File: src/rtl/irq_pkg.sv
// Shared constants, FSM state type and register map for the interrupt controller.
package irq_pkg;

  localparam int unsigned NUM_SRC     = 8;
  localparam int unsigned LEVEL_W     = 2;
  localparam int unsigned STACK_DEPTH = 3;

  localparam logic [1:0] ADDR_MASK = 2'd0;
  localparam logic [1:0] ADDR_PRIO = 2'd1;
  localparam logic [1:0] ADDR_PEND = 2'd2;
  localparam logic [1:0] ADDR_STAT = 2'd3;

  typedef enum logic {
    ST_IDLE = 1'b0,
    ST_REQ  = 1'b1
  } irq_state_e;

  function automatic logic [LEVEL_W-1:0] prio_of(input logic [NUM_SRC*LEVEL_W-1:0] prio,
                                                 input int unsigned idx);
    return prio[idx*LEVEL_W +: LEVEL_W];
  endfunction

endpackage

File: src/rtl/irq_edge_det.sv
// Per-source rising-edge detector; IRQ_SYNC_EN adds a 2-flop synchronizer in front.
module irq_edge_det (
  input  logic clk,
  input  logic rst_n,
  input  logic src,
  output logic rise
);

`ifdef IRQ_SYNC_EN
  localparam int unsigned RDY_W = 3;
  logic [1:0] sync_q, sync_d;
  logic       smp;

  always_comb begin
    sync_d = {sync_q[0], src};
    smp    = sync_q[1];
  end

  always_ff @(posedge clk or negedge rst_n) begin
    if (!rst_n) sync_q <= '0;
    else        sync_q <= sync_d;
  end
`else
  localparam int unsigned RDY_W = 1;
  logic smp;

  always_comb smp = src;
`endif

  logic [RDY_W-1:0] rdy_q, rdy_d;
  logic             prev_q, prev_d;

  // Edges are suppressed until the history holds a real post-reset sample.
  always_comb begin
    prev_d    = smp;
    rdy_d     = rdy_q << 1;
    rdy_d[0]  = 1'b1;
    rise      = rdy_q[RDY_W-1] & smp & ~prev_q;
  end

  always_ff @(posedge clk or negedge rst_n) begin
    if (!rst_n) begin
      prev_q <= 1'b0;
      rdy_q  <= '0;
    end else begin
      prev_q <= prev_d;
      rdy_q  <= rdy_d;
    end
  end

endmodule

File: src/rtl/irq_ctrl.sv
// Prioritised, nesting interrupt controller with in-service level stack.
// Optional input synchronisation via IRQ_SYNC_EN (see irq_edge_det).
module irq_ctrl
  import irq_pkg::*;
(
  input  logic                clk,
  input  logic                rst_n,
  input  logic [NUM_SRC-1:0]  irq_src,
  output logic [2:0]          interruptSignal,
  output logic [2:0]          irq_id,
  input  logic                irq_ack,
  input  logic                eoi,
  input  logic                cfg_we,
  input  logic [1:0]          cfg_addr,
  input  logic [31:0]         cfg_wdata,
  output logic [31:0]         cfg_rdata
);

  logic [NUM_SRC-1:0]                    rise;
  logic [NUM_SRC-1:0]                    mask_q, mask_d, pend_q, pend_d;
  logic [NUM_SRC*LEVEL_W-1:0]            prio_q, prio_d;
  logic [STACK_DEPTH-1:0][LEVEL_W-1:0]   stk_q, stk_d;
  logic [1:0]                            depth_q, depth_d;
  logic                                  spur_q, spur_d;
  irq_state_e                            state_q, state_d;
  logic [2:0]                            int_q, int_d, id_q, id_d;
  logic [LEVEL_W-1:0]                    cur_level, best_lvl, lvl;
  logic [2:0]                            best_id;
  logic                                  any_elig, ack_ok;
  logic                                  unused_wdata;

  for (genvar g = 0; g < NUM_SRC; g++) begin : g_src
    irq_edge_det u_det (
      .clk  (clk),
      .rst_n(rst_n),
      .src  (irq_src[g]),
      .rise (rise[g])
    );
  end

  always_comb begin
    cur_level = (depth_q == 2'd0) ? '0 : stk_q[depth_q - 2'd1];
  end

  // Strict compare keeps the lowest index on equal priority.
  always_comb begin
    best_lvl = '0;
    best_id  = '0;
    lvl      = '0;
    for (int unsigned i = 0; i < NUM_SRC; i++) begin
      lvl = prio_of(prio_q, i);
      if (pend_q[i] && mask_q[i] && (lvl > cur_level) && (lvl > best_lvl)) begin
        best_lvl = lvl;
        best_id  = 3'(i);
      end
    end
    any_elig = (best_lvl != '0);
  end

  always_comb begin
    mask_d  = mask_q;
    prio_d  = prio_q;
    pend_d  = pend_q;
    spur_d  = spur_q;
    stk_d   = stk_q;
    depth_d = depth_q;
    state_d = state_q;
    int_d   = '0;
    id_d    = '0;
    ack_ok  = irq_ack && (state_q == ST_REQ);

    if (cfg_we) begin
      case (cfg_addr)
        ADDR_MASK: mask_d = cfg_wdata[NUM_SRC-1:0];
        ADDR_PRIO: prio_d = cfg_wdata[NUM_SRC*LEVEL_W-1:0];
        ADDR_PEND: pend_d = pend_d & ~cfg_wdata[NUM_SRC-1:0];
        ADDR_STAT: if (cfg_wdata[8]) spur_d = 1'b0;
        default: ;
      endcase
    end

    if (ack_ok) pend_d[id_q] = 1'b0;
    pend_d = pend_d | rise;

    // Pop first, then push: a simultaneous ack/eoi replaces the top entry.
    if (eoi) begin
      if (depth_q == 2'd0) spur_d  = 1'b1;
      else                 depth_d = depth_q - 2'd1;
    end
    if (ack_ok && (depth_d < 2'(STACK_DEPTH))) begin
      stk_d[depth_d] = int_q[LEVEL_W-1:0];
      depth_d        = depth_d + 2'd1;
    end

    case (state_q)
      ST_IDLE: if (any_elig) state_d = ST_REQ;
      ST_REQ:  if (irq_ack || !any_elig) state_d = ST_IDLE;
      default: state_d = ST_IDLE;
    endcase

    if (state_d == ST_REQ) begin
      int_d = 3'(best_lvl);
      id_d  = best_id;
    end
  end

  always_ff @(posedge clk or negedge rst_n) begin
    if (!rst_n) begin
      mask_q  <= '0;
      prio_q  <= '0;
      pend_q  <= '0;
      spur_q  <= 1'b0;
      stk_q   <= '0;
      depth_q <= '0;
      state_q <= ST_IDLE;
      int_q   <= '0;
      id_q    <= '0;
    end else begin
      mask_q  <= mask_d;
      prio_q  <= prio_d;
      pend_q  <= pend_d;
      spur_q  <= spur_d;
      stk_q   <= stk_d;
      depth_q <= depth_d;
      state_q <= state_d;
      int_q   <= int_d;
      id_q    <= id_d;
    end
  end

  always_comb begin
    cfg_rdata = '0;
    case (cfg_addr)
      ADDR_MASK: cfg_rdata[NUM_SRC-1:0] = mask_q;
      ADDR_PRIO: cfg_rdata[NUM_SRC*LEVEL_W-1:0] = prio_q;
      ADDR_PEND: cfg_rdata[NUM_SRC-1:0] = pend_q;
      ADDR_STAT: begin
        cfg_rdata[1:0] = depth_q;
        cfg_rdata[3:2] = cur_level;
        cfg_rdata[8]   = spur_q;
      end
      default: ;
    endcase
  end

  always_comb unused_wdata = ^cfg_wdata[31:16];

  assign interruptSignal = int_q;
  assign irq_id          = id_q;

endmodule
File: config.mk
export PLATFORM = sky130hd
export DESIGN_NAME = irq_ctrl
export DESIGN_NICKNAME = d
export VERILOG_FILES = /design/src/rtl/irq_pkg.sv /design/src/rtl/irq_edge_det.sv /design/src/rtl/irq_ctrl.sv
export SDC_FILE = /design/constraint.sdc
export NUM_CORES = 1
export LEC_CHECK = 0
export BUFFER_PORTS_ARGS = -buffer_cell sky130_fd_sc_hd__buf_4
export CAP_MARGIN = 30
export CORE_UTILIZATION = 49
export DETAILED_ROUTE_END_ITERATION = 12
export PLACE_DENSITY_LB_ADDON = 0.08
export RECOVER_POWER = 50
export SKIP_CTS_REPAIR_TIMING = 1
export SLEW_MARGIN = 5
export SYNTH_ARGS = -nofsm -noshare
export SYNTH_HDL_FRONTEND = slang
export SYNTH_SLANG_ARGS = --single-unit
File: constraint.sdc
create_clock -name clk -period 9.6 [get_ports clk]
set_input_delay 0.96 -clock clk [delete_from_list [all_inputs] [get_ports clk]]
set_output_delay 0.96 -clock clk [all_outputs]
set_load 0.01 [all_outputs]
==> Flow_metrics.wiki, run 1 <==
{| class="wikitable"
! Metric !! Value
|-
| Total internal power || 738 µW
|-
| Root buf cell || sky130_fd_sc_hd__clkbuf_8
|-
| RSZ-0062 raised after global routing || true
|-
| Yosys synthesis warning count || 0
|-
| Share of the core filled with cells || 0.661
|-
| Max Freq || roughly 0.11 GHz
|-
| Hold_sp || g_src[2].u_det.prev_q
|-
| Final setup violation count || 0
|-
| Most common cell in the synthesized netlist || sky130_fd_sc_hd__dfrtp_1
|-
| Synth Instances || around 370
|-
| Reg clk slew, reported paths || 0.10 ns
|-
| Crit path max-delay family || compound AO/OA/AOI/OAI gates
|-
| # nets final || between 500 and 600
|-
| Overall routing resource usage || 0.226
|-
| Tightest Hold Check Type || reg2reg
|-
| Post-synth top area cell || sky130_fd_sc_hd__dfrtp_1
|-
| Detail Placement HPWL || approximately 6600 µm
|-
| Fill cells || roughly 610
|-
| Share of the cycle needed by the critical path after routing || 0.985
|-
| Ports || 85
|-
| DRT iter0 DRCs || between 100 and 150
|-
| Die footprint || 7890 µm²
|-
| Chip height || a little under 90 µm
|-
| Arrival time of the worst setup path || roughly 9.7 ns
|-
| Leading register cell type out of synthesis || sky130_fd_sc_hd__dfrtp_1
|-
| IR Drop Worst-Case VDD || about 0.12 mV
|-
| Sequential cell area || 1400 µm²
|-
| Post-synthesis sequential area ratio || 0.379
|-
| Crit end category || register
|-
| Number of synthesized register bits || 56
|-
| Insertion delay to the later sink of the worst-skew pair || ~0.31 ns
|-
| Via count of the first global-routing pass || about 2800
|-
| RR Startpoint || depth_q[1]
|-
| Antenna violations before repair || 0
|-
| Total Negative Setup Slacks || 0 ns
|-
| Fraction of power spent switching nets || 0.392
|-
| Post-route cell area || 4790 µm²
|-
| PD cells || around 250 nW/µm²
|-
| Antenna-violating nets left || 0
|-
| Effective utilization at floorplan || 0.509
|-
| Proportion of power drawn by combinational gates || 0.584
|-
| Drt via density || roughly 5.4
|-
| Total CTS buffers || 5
|-
| DRT Pass-1 Iters || 4
|-
| CTS max path bufs || 2
|-
| Cell types with the highest counts after synthesis || 56 x sky130_fd_sc_hd__dfrtp_1, 43 x sky130_fd_sc_hd__nand2_1, 33 x sky130_fd_sc_hd__mux2_2
|-
| Layout overhead on the synthesized area || 29.7%
|-
| Fin cells || roughly 550
|-
| Clock tree from TritonCTS || built
|-
| Worst-case setup slack after placement || -0.129 ns
|-
| Final weighted congestion in routability-driven placement || 0.841
|-
| Status || complete, but fails checks
|-
| Final setup slack of the worst path || around 0.15 ns
|-
| Cell with the biggest individual delay on the critical path || sky130_fd_sc_hd__dfrtp_1
|-
| Hold Path Cell Cnt || 1
|-
| Clock network power share || 0.131
|-
| Worst r2r dst || irq_id[2]
|-
| Worst setup path category || reg2reg
|-
| Relative slew slack || -0.955
|-
| Pin slew with the least headroom to its limit || about 2.9 ns
|-
| Total via count after detailed routing || 3008
|-
| Clock Skew || around 0.0038 ns
|-
| Proportion of synthesized flip-flops having asynchronous set or reset || 1.00
|-
| Crit-path max cell delay || around 0.37 ns
|-
| Max-cap check violation count || 1
|-
| Buffers plus inverters on the worst setup path || 6
|-
| Main area contributors after synthesis || sky130_fd_sc_hd__dfrtp_1 38%, sky130_fd_sc_hd__mux2_2 10%, sky130_fd_sc_hd__ha_1 8.5%, sky130_fd_sc_hd__nand2_1 4.4%, sky130_fd_sc_hd__buf_4 3.5%
|-
| Leakage Power || between 2 and 2.5 nW
|-
| Most used cell, CP || sky130_fd_sc_hd__ha_4
|-
| Reg-to-reg setup timing slack || roughly 0.15 ns
|-
| Die W || 88.8 µm
|-
| Failing checks || capacitance limit, slew limit
|-
| Required time of the critical path || between 9 and 10 ns
|-
| Number of distinct library cells after synthesis || 58
|-
| Global-route wire length before repair || about 13000 µm
|-
| Num Clock Sinks || 56
|-
| Final worst path period need || between 9 and 10 ns
|-
| Buffers on Ports || a little over 50
|-
| Drt total wl || just under 9000 µm
|-
| Sequential share of power || 0.285
|-
| Area share of the leading cell type in the synthesized netlist || 0.379
|-
| Depth of the CTS H-tree || 2
|-
| CP Max Fanout || 5
|-
| Total placed instance area || ~4400 µm²
|-
| Number of flops mapped to enable cells by yosys || 0
|-
| Aggregate global routing overflow || 0
|-
| Number of pins with negative max-slew slack in the final report || 57
|-
| Combined area of the multi-input logic cells || 2400 µm²
|-
| Mean Syn Cell Area || 10.0 µm²
|-
| Total standard cell area after synthesis || 3690 µm²
|-
| DRC viols || 0
|-
| Diodes inserted || 0
|-
| Placed Cells || ~540
|-
| Avg WL per Cell || approximately 16 µm
|-
| Switching power || around 480 µW
|-
| Area of the core || around 7300 µm²
|-
| FP Rows || 31
|-
| Critical Path Source Type || register
|-
| Total count of hold-check failures in the final report || 0
|-
| R2r worst-path depth || 57
|-
| Maximum number of pins on one net before global-route repair || 57
|-
| Fraction of layout cells with a size suffix above 1 || 0.411
|-
| Endpoint with the worst hold slack || pend_q[2]
|}
==> layout by cell type, fill, tap and decap left out, drive strengths merged, types with 5 or more instances in the layout <==
master,count
nor2b,12
a22oi,7
o2111ai,7
nand2,43
inv,22
a21oi,12
nand3,8
ha,25
o21ai,23
dfrtp,56
buf,79
conb,18
a211oi,5
clkbuf,15
and2,13
nor2,15
mux2,34
mux2i,11
==> routing by layer <==
| layer | part of all wire | vias to the layer above | wire, µm | GRT usage |
|---|---|---|---|---|
| li1 | - | 1467 | - | - |
| met1 | 0.44 | 1456 | 3820 | 0.296 |
| met2 | 0.51 | 74 | 4420 | 0.388 |
| met3 | 0.034 | 11 | 297 | 0.0317 |
| met4 | 0.016 | 0 | 137 | 0.0689 |
| met5 | 0 | - | 0 | 0 |
==> how the worst max path moves through the flow <==
stage                     slack, ns        from         to  depth (start not counted)
after floorplan               -0.02  depth_q[0]  irq_id[2]                         59
after global placement        0.005  depth_q[1]  irq_id[1]                         59
after detailed placement      -0.13  depth_q[1]  irq_id[1]                         59
after CTS                     -0.19  depth_q[1]  irq_id[1]                         59
after global routing          -0.46  depth_q[0]  irq_id[2]                         56
final                          0.15  depth_q[1]  irq_id[2]                         57
==> flip-flops by register name, indices dropped and copies added (netlist names) <==
name and flops:
interruptSignal 2, irq_id 3, g_src.u_det.prev_q 8, g_src.u_det.rdy_q 1, mask_q 8, stk_q 6, depth_q 2, prio_q 16
pend_q 8, state_q 1, spur_q 1
==> power by group through the flow <==
stage          clock network, mW  logic [mW]  registers [mW]
6_report                   0.159       0.709           0.346
4_1_cts                    0.162       0.584           0.344
5_1_grt                    0.169       0.777           0.354
3_5_place_dp                   0       0.581           0.349
3_3_place_gp                   0       0.565           0.347
2_1_floorplan                  0       0.409           0.331
==> metrics by stage <==
stage,power [mW],hold slack (ns)
2_1_floorplan,0.740,0.410
3_3_place_gp,0.913,0.413
3_5_place_dp,0.930,0.424
4_1_cts,1.09,0.439
5_1_grt,1.30,0.458
6_report,1.21,0.435
==> area by class of cell <==
class,count,share of cell area
multi-input combinational,282,0.502
timing repair buffer,88,0.139
clock buffer,6,0.0151
sequential,56,0.293
inverter,21,0.0170
clock inverter,2,0.00810
tap,99,0.0259
==> cell families (layout without fill, tap and decap cells) <==
family | count (synthesis) | in the layout | share of synthesized area
compound gates | 78 | 78 | 0.159
buf+inv | 46 | 117 | 0.0647
other cells | 2 | 18 | 0.00203
xor+xnor | 1 | 1 | 0.00237
simple gates | 109 | 109 | 0.144
fa+ha+maj | 27 | 27 | 0.0904
flops | 56 | 56 | 0.379
mux | 49 | 49 | 0.158
Note: power is estimated with default switching activity, not from simulation.
==> inputs of run 2 (changes only) <==
Settings changed: REMOVE_ABC_BUFFERS from default to 1.
==> run 2 against run 1 <==
The flow still finishes with violations (capacitance limit, slew limit). Non-clock buffer count is 1 higher. Utilization fell by 0.55 points. Via count rose by 2.4%. Cell area is 0.84% lower. Critical path depth unchanged. Largest cell class unchanged. Largest power group unchanged.
==> Flow_metrics.wiki, run 2 (synthesized netlist as in run 1, its figures left out) <==
{| class="wikitable"
! Metric !! Value
|-
| Aggregate global routing overflow || 0 (unchanged)
|-
| Max Freq || 0.106 GHz (-0.12%)
|-
| Drt total wl || 9210 µm (+6.2%)
|-
| Total count of hold-check failures in the final report || 0 (unchanged)
|-
| Arrival time of the worst setup path || 9.65 ns (about the same)
|-
| Highest routed metal layer || met4
|-
| Commonest non-fill, non-tap cells in the layout || 76 x sky130_fd_sc_hd__buf_4, 56 x sky130_fd_sc_hd__dfrtp_1, 40 x sky130_fd_sc_hd__nand2_1
|-
| Insertion delay to the later sink of the worst-skew pair || 0.30 ns (about the same)
|-
| Number of pins with negative max-slew slack in the final report || 57 (unchanged)
|-
| FP Rows || 31 (unchanged)
|-
| Buffers plus inverters on the worst setup path || 7 (+1)
|-
| Tightest Hold Check Type || reg2reg
|-
| Status || complete, but fails checks
|-
| Required time of the critical path || 9.78 ns (-0.02 ns)
|-
| Detailed-routing wirelength on met1 || 4160 µm (+9.0%)
|-
| Relative slew slack || -0.988 (-0.0332)
|-
| Area of the core || 7250 µm² (unchanged)
|-
| PD cells || 255 nW/µm² (+0.50%)
|-
| Worst r2r dst || irq_id[0]
|-
| Total CTS buffers || 5 (unchanged)
|-
| Die footprint || 7890 µm² (unchanged)
|-
| Detail Placement HPWL || 6830 µm (+3.6%)
|-
| Fraction of power spent switching nets || 0.400 (+0.00789)
|-
| Effective utilization at floorplan || 0.509 (unchanged)
|-
| Chip height || 88.8 µm (unchanged)
|-
| Antenna-violating nets left || 0 (unchanged)
|-
| Num Clock Sinks || 56 (unchanged)
|-
| Fill cells || 625 (+2.6%)
|-
| Met3 routed wirelength || 440 µm (+48%)
|-
| Worst path depth || 57 (unchanged)
|-
| Register with the most flip-flops || prio_q
|-
| Reg-to-reg setup timing slack || 0.14 ns (about the same)
|-
| CP Max Fanout || 4 (-1)
|-
| Switching power || 484 µW (+1.7%)
|-
| Global-route wire length before repair || 13800 µm (+3.1%)
|-
| Avg WL per Cell || 16.6 µm (+6.0%)
|-
| Max-cap check violation count || 1 (unchanged)
|-
| Total internal power || 726 µW (-1.6%)
|-
| Antenna violations before repair || 0 (unchanged)
|-
| # nets final || 527 (+0.19%)
|-
| Critical Path Source Type || register
|-
| CTS max path bufs || 2 (unchanged)
|-
| RSZ-0062 raised after global routing || true
|-
| Placed Cells || 533 (-0.37%)
|-
| Final worst path period need || 9.46 ns (+0.0118 ns)
|-
| Crit end category || register
|-
| Drt via density || 5.55 (+2.2%)
|-
| Worst-case setup slack after placement || -0.315 ns (-0.186 ns)
|-
| Ports || 85 (unchanged)
|-
| Via count of the first global-routing pass || 2804 (-0.14%)
|-
| Most used cell, CP || sky130_fd_sc_hd__ha_4
|-
| Diodes inserted || 0 (unchanged)
|-
| Leakage Power || 2.18 nW (-1.0%)
|-
| Endpoint with the worst hold slack || pend_q[7]
|-
| Total via count after detailed routing || 3079 (+2.4%)
|-
| Detail Route met2 WL || 4540 µm (+2.7%)
|-
| Overall routing resource usage || 0.235 (+0.00898)
|-
| Reg clk slew, reported paths || 0.10 ns (about the same)
|-
| Proportion of power drawn by combinational gates || 0.596 (+0.012)
|-
| DRT Pass-1 Iters || 4 (unchanged)
|-
| Hold Path Cell Cnt || 1 (unchanged)
|-
| Crit path max-delay family || compound AO/OA/AOI/OAI gates
|-
| Fraction of layout cells with a size suffix above 1 || 0.401 (-0.00967)
|-
| Largest register FFs || 16 (unchanged)
|-
| R2r worst-path depth || 57 (unchanged)
|-
| Pin slew with the least headroom to its limit || 2.98 ns (+0.0498 ns)
|-
| RR Startpoint || depth_q[0]
|-
| Final weighted congestion in routability-driven placement || 0.866 (+2.9%)
|-
| IR Drop Worst-Case VDD || 0.163 mV (+38%)
|-
| Worst setup path category || reg2reg
|-
| Maximum number of pins on one net before global-route repair || 57 (unchanged)
|-
| Cell with the biggest individual delay on the critical path || sky130_fd_sc_hd__dfrtp_1
|-
| DRC viols || 0 (unchanged)
|-
| Sequential share of power || 0.289 (+0.004)
|-
| DRT iter0 DRCs || 125 (+5.0%)
|-
| Depth of the CTS H-tree || 2 (unchanged)
|-
| Die W || 88.8 µm (unchanged)
|-
| Total Negative Setup Slacks || 0 ns (unchanged)
|-
| Clock Skew || 0.00462 ns (+0.000860 ns)
|-
| Most common cell after layout, fill and taps aside || sky130_fd_sc_hd__buf_4
|-
| Crit-path max cell delay || 0.38 ns (about the same)
|-
| Clock tree from TritonCTS || built
|-
| Layout overhead on the synthesized area || 28.6%
|-
| Fin cells || 555 (+0.18%)
|-
| Hold_sp || g_src[7].u_det.prev_q
|-
| Final setup violation count || 0 (unchanged)
|-
| Clock network power share || 0.115 (-0.016)
|-
| Share of the cycle needed by the critical path after routing || 0.986 (+0.00123)
|-
| Root buf cell || sky130_fd_sc_hd__clkbuf_8
|-
| Buffers on Ports || 51 (unchanged)
|-
| Failing checks || capacitance limit, slew limit
|-
| Final setup slack of the worst path || 0.137 ns (-0.0118 ns)
|}
-- run 2: cell types whose count changed in the layout (fill, tap and decap cells not counted), sizes merged --
cell / delta
clkbuf: +1
bufinv: -1
inv: +1
-- run 2: how the worst max path moves through the flow --
| stage | startpoint | end |
|---|---|---|
| global placement | depth_q[0] | irq_id[2] |
| CTS | depth_q[0] | irq_id[0] |
| finish | depth_q[0] | irq_id[0] |
| detailed placement | depth_q[0] | irq_id[0] |
| global route | depth_q[0] | irq_id[0] |
| floorplan | depth_q[0] | irq_id[2] |
-- run 2: final cells by class --
class	instances	area, µm²	share of cell area
clock buffers	6	82.6	0.0174
clock inverters	2	17.5	0.00369
inverters	21	78.8	0.0166
multi-input cells	282	2380	0.501
flip-flops and latches	56	1400	0.295
well taps	99	124	0.0261
repair buffers	89	668	0.141
-- run 2: worst reg2reg max path: cells and delay by family (launching register included) --
kind / cells / cell delay (ns)
AOI/OAI and AO/OA: 22 / 3.44
adders and majority gates: 10 / 2.46
buffers and inverters: 7 / 0.67
DFF: 1 / 0.38
muxes: 4 / 1.01
and+or+nand+nor: 14 / 1.41
-- run 2: layer usage --
metal,GRT usage,vias to the layer above
met5,0,-
met4,0.0469,0
met3,0.0326,6
met2,0.382,84
met1,0.337,1518
li1,-,1471
-- run 2: power groups by stage --
stage	clock network, mW	logic (mW)	registers [mW]
2_1_floorplan	0	0.354	0.333
3_3_place_gp	0	0.535	0.345
3_5_place_dp	0	0.551	0.347
4_1_cts	0.145	0.555	0.342
5_1_grt	0.153	0.783	0.356
6_report	0.139	0.721	0.350
-- run 2: through the flow --
step	utilization	hold WS (ns)	instance area (µm²)	total power, mW
floorplan	-	0.410	3590	0.687
global placement	0.591	0.413	4290	0.880
detailed placement	0.591	0.423	4290	0.898
CTS	0.605	0.438	4390	1.04
global route	0.655	0.448	4750	1.29
finish	0.655	0.431	4750	1.21
